===== src/rtl/fifo_rd_pkg.sv =====
// Shared sizing helpers for the async-FIFO read-side stream adapter.
// Statistics width is fixed here so the optional counters and their users agree.
package fifo_rd_pkg;

  localparam int STAT_W = 32;

  function automatic int ptr_w(input int depth);
    return (depth > 1) ? $clog2(depth) : 1;
  endfunction

  function automatic int occ_w(input int depth);
    return $clog2(depth + 1);
  endfunction

  function automatic int cnt_w(input int burst_len);
    return (burst_len > 0) ? $clog2(burst_len + 1) : 1;
  endfunction

endpackage


===== src/rtl/fifo_rd_skid.sv =====
// Circular prefetch buffer sitting between the FIFO read port and the stream output.
// Push/pop/flush with occupancy; the head entry is presented combinationally.
module fifo_rd_skid
  import fifo_rd_pkg::*;
#(
  parameter int DATA_WIDTH = 32,
  parameter int DEPTH      = 3
) (
  input  logic                      clk,
  input  logic                      rst,
  input  logic                      flush,
  input  logic                      push,
  input  logic [DATA_WIDTH-1:0]     push_data,
  input  logic                      pop,
  output logic [DATA_WIDTH-1:0]     head_data,
  output logic [occ_w(DEPTH)-1:0]   occ
);

  localparam int PW = ptr_w(DEPTH);
  localparam int OW = occ_w(DEPTH);
  localparam logic [PW-1:0] LAST_PTR = PW'(DEPTH - 1);
  localparam logic [OW-1:0] FULL_OCC = OW'(DEPTH);

  logic [DATA_WIDTH-1:0] mem [DEPTH];
  logic [PW-1:0]         rd_ptr;
  logic [PW-1:0]         wr_ptr;
  logic                  do_pop;

  // Pointers wrap at DEPTH, which need not be a power of two.
  function automatic logic [PW-1:0] next_ptr(input logic [PW-1:0] p);
    return (p == LAST_PTR) ? '0 : p + 1'b1;
  endfunction

  assign do_pop    = pop && (occ != '0);
  assign head_data = mem[rd_ptr];

  always_ff @(posedge clk) begin
    if (rst) begin
      rd_ptr <= '0;
      wr_ptr <= '0;
      occ    <= '0;
      for (int i = 0; i < DEPTH; i++) begin
        mem[i] <= '0;
      end
    end else if (flush) begin
      rd_ptr <= '0;
      wr_ptr <= '0;
      occ    <= '0;
    end else begin
      if (push) begin
        mem[wr_ptr] <= push_data;
        wr_ptr      <= next_ptr(wr_ptr);
      end
      if (do_pop) begin
        rd_ptr <= next_ptr(rd_ptr);
      end
      if (push && !do_pop) begin
        occ <= occ + 1'b1;
      end else if (!push && do_pop) begin
        occ <= occ - 1'b1;
      end
    end
  end

  a_no_overflow : assert property (@(posedge clk) disable iff (rst || flush)
    !(push && !do_pop && (occ == FULL_OCC)));

endmodule


===== src/rtl/fifo_rd_stream.sv =====
// Read-side adapter: FIFO read port -> valid/ready stream with burst framing (m_last).
// Optional saturating statistics counters are enabled with FIFO_RD_STREAM_STAT_EN.
module fifo_rd_stream
  import fifo_rd_pkg::*;
#(
  parameter int DATA_WIDTH = 32,
  parameter int BUF_DEPTH  = 3,
  parameter int BURST_LEN  = 16
) (
  input  logic                  rd_clk,
  input  logic                  rd_rst,
  input  logic                  flush,
  input  logic                  fifo_empty,
  input  logic [DATA_WIDTH-1:0] fifo_dout,
  output logic                  fifo_ren,
  output logic                  m_valid,
  input  logic                  m_ready,
  output logic [DATA_WIDTH-1:0] m_data,
  output logic                  m_last
`ifdef FIFO_RD_STREAM_STAT_EN
  ,
  output logic [STAT_W-1:0]     stat_words,
  output logic [STAT_W-1:0]     stat_stall
`endif
);

  localparam int OW = occ_w(BUF_DEPTH);
  localparam int CW = cnt_w(BURST_LEN);

  typedef logic [CW-1:0] burst_cnt_t;
  localparam burst_cnt_t CNT_LAST = burst_cnt_t'(BURST_LEN - 1);

  logic [OW-1:0] occ;
  logic          inflight;
  logic          accept;
  logic          push;
  logic          pop;
  burst_cnt_t    cnt;

  // Counting in-flight words against the buffer makes overflow impossible under backpressure.
  assign fifo_ren = !fifo_empty && !flush && !rd_rst &&
                    ((int'(occ) + int'(inflight)) < BUF_DEPTH);

  assign m_valid = (occ != '0);
  assign m_last  = m_valid && (cnt == CNT_LAST);
  assign accept  = m_valid && m_ready;
  assign pop     = accept && !flush;
  assign push    = inflight && !flush;

  fifo_rd_skid #(
    .DATA_WIDTH (DATA_WIDTH),
    .DEPTH      (BUF_DEPTH)
  ) u_skid (
    .clk       (rd_clk),
    .rst       (rd_rst),
    .flush     (flush),
    .push      (push),
    .push_data (fifo_dout),
    .pop       (pop),
    .head_data (m_data),
    .occ       (occ)
  );

  always_ff @(posedge rd_clk) begin
    if (rd_rst || flush) begin
      inflight <= 1'b0;
    end else begin
      inflight <= fifo_ren && !fifo_empty;
    end
  end

  always_ff @(posedge rd_clk) begin
    if (rd_rst || flush) begin
      cnt <= '0;
    end else if (pop) begin
      cnt <= (cnt == CNT_LAST) ? '0 : cnt + 1'b1;
    end
  end

`ifdef FIFO_RD_STREAM_STAT_EN
  localparam logic [STAT_W-1:0] STAT_MAX = '1;

  always_ff @(posedge rd_clk) begin
    if (rd_rst || flush) begin
      stat_words <= '0;
      stat_stall <= '0;
    end else begin
      if (accept && (stat_words != STAT_MAX)) begin
        stat_words <= stat_words + 1'b1;
      end
      if (m_valid && !m_ready && (stat_stall != STAT_MAX)) begin
        stat_stall <= stat_stall + 1'b1;
      end
    end
  end
`endif

endmodule


===== config.mk =====
export PLATFORM = sky130hd
export DESIGN_NAME = fifo_rd_stream
export DESIGN_NICKNAME = d
export VERILOG_FILES = /design/src/rtl/fifo_rd_pkg.sv /design/src/rtl/fifo_rd_skid.sv /design/src/rtl/fifo_rd_stream.sv
export SDC_FILE = /design/constraint.sdc
export NUM_CORES = 1
export LEC_CHECK = 0
export ABC_CLOCK_PERIOD_IN_PS = 3000
export BUFFER_PORTS_ARGS = -buffer_cell sky130_fd_sc_hd__buf_2
export CORE_ASPECT_RATIO = 1.1
export CORE_MARGIN = 2
export CORE_UTILIZATION = 50
export DETAILED_ROUTE_END_ITERATION = 16
export PLACE_DENSITY = 0.7
export SETUP_SLACK_MARGIN = 0.15
export SLEW_MARGIN = 20
export SYNTH_ARGS = -nofsm -noshare
export SYNTH_HDL_FRONTEND = slang
export SYNTH_HIERARCHICAL = 1
export SYNTH_SLANG_ARGS = --single-unit

===== constraint.sdc =====
create_clock -name rd_clk -period 3 [get_ports rd_clk]
set_input_delay 0.3 -clock rd_clk [delete_from_list [all_inputs] [get_ports rd_clk]]
set_output_delay 0.3 -clock rd_clk [all_outputs]
set_load 0.005 [all_outputs]

=== Word-level counts from Yosys, hierarchy flattened ===
Memories as Yosys holds them, arrays and structs flattened. A register that Yosys moved wholly into a read port is not among the register bits.
Cells that the tools add are included.

* Output and inout bits: 35
* Input port bits: 37
* Memory bits (writable): 96
* Memories kept: 1
* Logic and storage cells: 53
* Register bits after elaboration: 12

* Mux-type cells: 16
* Add/subtract/negate cells: 6
* Reduce and logical (&&, ||, !) cells: 21
* Eq/ne operators: 3
* Magnitude comparators: 1

{| class="wikitable"
|+ Memory list
! memory !! depth !! bits a word !! rd ports !! clocked after memory_dff !! write ports !! line !! text
|-
| u_skid.mem || 3 || 32 || 1 || 1 || 3 || fifo_rd_skid.sv:24 || <nowiki>logic [DATA_WIDTH-1:0] mem [DEPTH];</nowiki>
|}

{| class="wikitable"
|+ Operators by type and width
! operator !! count
|-
| $mux 32 || 1
|-
| $reduce_or 32->1 || 1
|-
| $mux 2 || 7
|-
| $logic_and 1x1->1 || 11
|-
| $mux 1 || 7
|-
| $add 2x1->2 const B || 3
|-
| $add 5x1->5 const B || 1
|-
| $eq 5x4->1 const B || 1
|-
| $logic_not 1->1 || 5
|-
| $mux 5 || 1
|-
| $eq 2x2->1 const B || 2
|-
| $reduce_bool 2->1 || 2
|-
| $add 2x1->3 || 1
|-
| $lt 3x2->1 const B || 1
|-
| $reduce_or 2->1 || 1
|-
| $sub 2x1->2 const B || 1
|-
| $logic_or 1x1->1 || 1
|}

=== Longest topological paths before layout ===
* Depth after elaboration: 8
* Mapped depth: 7
* Mapped depth without buffers: 7

=== Hierarchy ===
Netlist, hierarchy kept.

{| class="wikitable"
|+ By module, submodules not included
! module !! seq. area each (um^2) !! times used !! area an instance (um^2) !! cells each
|-
| fifo_rd_skid || 4,003.8 || 1 || 5,631.7 || 309
|-
| fifo_rd_stream || 120.1 || 1 || 356.6 || 39
|}

=== Worst setup path before layout ===
Ideal clock, no wire load.

* Kind: register to register
* Start: register inflight
* End: memory u_skid.mem[3][0] (enable)
* Data required time: 2,579 ps
* Setup slack: 505 ps
* Buffers on the path: 0
* Library setup time: 421 ps
* Clock period less this slack: 2,495 ps
* Cell stages (with the launch flop): 4
* Arrival time: 2,074 ps
* Path through: dfxtp_1 nor2b_1 nand3_1 nor2_1

{| class="wikitable"
|+ RTL lines
! element !! line !! text
|-
| start, declared || fifo_rd_stream.sv:34 || <nowiki>logic inflight;</nowiki>
|-
| start signal, assigned || fifo_rd_stream.sv:68 || <nowiki>inflight <= fifo_ren && !fifo_empty;</nowiki>
|-
| end, declared || fifo_rd_skid.sv:24 ||
|}

==> impl_metrics.ini <==
[die]
io_pins = 72
fp.dieArea_um2 = 12900
die_w_um = 108
die_h_um = 119
core_area_um2 = 11600
start_util_pct = 51.7
placementRows = 41

[cts]
path_clk_slew_ns = 0.05
clkLatencyLatePin_ns = 0.41
tritoncts = done
ctsResizeCount = 0
cts-root-buf = clkbuf_16
cts_hold_buf = 0
cts_buffers = 17
clockBufferDepth = 2
cts_setup_buffers = 0
clock-sinks = 142
cts_max_level = 4

[placement]
gp_congestion = 0.687
port_buffers = 71
place_hpwl_um = 6450
dp_cells = 559
place_ws_ns = 0.880

[synth]
syn-mean-instance-area_um2 = 17.2
synth_cell_type_count = 37
syn_inst = 348
ys_seq_area_share_pct = 68.9
ys_top_cells_by_area = edfxtp_1 (64%), mux4_2 (12%), and2_1 (7.6%)
synth_warnings = 6
synth_top_area_cell = edfxtp_1
synth_nets = 389
synthDominantCellAreaShare_pct = 64.2
ys_seq_elements = 142
synth_area_um2 = 5990

[drt]
dr.pass1.iters = 4
vias_per_cell = 5.42
drc = 0
ant_nets = 0
drtIter0Drc = 213
post_drt_wl_per_cell_um = 18.8
vias = 3201
wl_um = 11100

[layout]
syn_to_final_growth_pct = 20.6
fillers = 891
final_nets = 469
final_util_pct = 62.3
layout_commonest_cell = edfxtp_1
layoutNonFillerInstCount = 591
drive_above_1_share_pct = 39.5
mostFrequentLayoutCells = edfxtp_1 (128), and2_1 (73), buf_2 (71)

[grt]
grt_pass1_vias = 3357
antenna_found_initial = 1
gr-usage-all-layers_pct = 18.5
grt_pass1_wl_um = 17400
gr-total-overflow = 0
grt_max_degree = 34

[hold_path]
hold_path_depth = 2
hp-class = in -> reg

[sta]
finalMaxSlewViolations = 0
maxSlewHeadroom_pct = 39.2
period_needed_ns = 2.23
fin_ws_ns = 0.769
hold_violations = 0
clock.fmax_mhz = 448
worst_pin_slew_ns = 0.912
rsz0062_at_grt = false
tns_ns = 0
finalCritPeriodShare_pct = 74.4
setup_violations = 0
clock_skew_ns = 0.00814

[job]
drv_cap = 0

[setup_path]
cp.arrival_ns = 1.93
ff2ff_path_depth = 4
critical_path_class = reg -> out
critPathMaxFanout = 32
required_ns = 2.70
worstSetupStartpointType = flip-flop
end_kind = primary output

[outcome]
status = complete, no violations

[power]
p_leak_nw = 2.69
ir_drop_mv = 0.342
p_per_area_nw_per_um2 = 645
==> cells in the mapped netlist <==
| master | n |
|---|---|
| a21oi_1 | 5 |
| nand2_1 | 4 |
| and2_1 | 73 |
| o31a_1 | 1 |
| or3_1 | 2 |
| nor3_4 | 1 |
| buf_6 | 1 |
| nand2b_4 | 1 |
| and2_2 | 23 |
| nand4b_1 | 2 |
| o21ai_0 | 4 |
| ha_1 | 4 |
| dfxtp_1 | 14 |
| nand3b_1 | 1 |
| clkbuf_1 | 8 |
| inv_1 | 3 |
| nor2_1 | 8 |
| or2_1 | 2 |
| nand3_1 | 2 |
| edfxtp_1 | 128 |
| a21o_1 | 2 |
| o31ai_1 | 1 |
| nor4b_4 | 1 |
| nand4_1 | 1 |
| nor2b_1 | 3 |
| or2_2 | 3 |
| nor2_2 | 1 |
| clkbuf_2 | 3 |
| a311oi_1 | 1 |
| buf_1 | 1 |
| xor2_1 | 2 |
| a2111oi_2 | 2 |
| mux2i_1 | 1 |
| a41oi_1 | 1 |
| buf_2 | 5 |
| or4_1 | 1 |
| mux4_2 | 32 |
==> final cells by class <==
cell class | count | area, um2 | share of cell area [%]
repair buffers | 79 | 465 | 6.45
clock inverters | 13 | 220 | 3.05
flip-flops and latches | 142 | 4130 | 57.1
inverters | 3 | 11.3 | 0.156
multi-input cells | 185 | 1780 | 24.6
diodes | 1 | 2.50 | 0.0347
clock buffers | 18 | 429 | 5.94
well taps | 150 | 188 | 2.60
==> state kept, by name, summed over array words and instances (netlist names), named ones only <==
signal	cells
u_skid/wr_ptr	2
u_skid/occ	2
u_skid/rd_ptr	2
cnt	5
u_skid/mem	128
inflight	1
==> where the power goes <==
group          switching (W)  internal [W]
sequential         0.0000137       0.00220
clock               0.000748       0.00154
combinational      0.0000826     0.0000692
==> metrics by stage <==
step,hold WS [ns],power [W],cell area (um2)
2_1_floorplan,0.369,0.00232,5990
3_3_place_gp,0.424,0.00240,6570
3_5_place_dp,0.439,0.00241,6570
4_1_cts,0.0590,0.00470,7220
5_1_grt,0.0676,0.00479,7220
6_report,0.0831,0.00466,7220
==> critical path: stages, from the launching register on <==
cell	delay, ns
dfxtp_2	0.92
mux4_2	0.45
buf_2	0.15
==> kinds of logic (layout without fill, tap and decap cells) <==
family | count (synthesis) | in the layout | synth area share, %
buffers and inverters | 21 | 113 | 1.61
flip-flops | 142 | 142 | 68.9
XOR/XNOR | 2 | 2 | 0.293
other | 0 | 1 | 0
multiplexers | 33 | 33 | 12.2
AND/OR/NAND/NOR | 129 | 129 | 14.1
AO/OA/AOI/OAI | 17 | 17 | 2.07
adder cells (fa/ha/maj) | 4 | 4 | 0.836
==> metal layers <==
metal	track usage [%]	up-vias	share of wire, %
met3	5.30	7	4.4
met2	30.7	78	52
met1	23.2	1637	43
met4	6.81	0	0.87
met5	0	-	0
li1	-	1479	-
==> final timing paths <==
path,startpoint,endpoint,slack (ns)
worst max-delay path,flip-flop,m_data[29],0.77
worst min-delay path,fifo_empty,inflight$_SDFF_PP0_,0.08
worst max register to register,inflight$_SDFF_PP0_,u_skid/mem[0][8]$_SDFFCE_PN0P_,1.05
worst min register to register,cnt[4]$_SDFFE_PP0P_,cnt[4]$_SDFFE_PP0P_,0.44
Note: power is estimated with default switching activity, not from simulation.
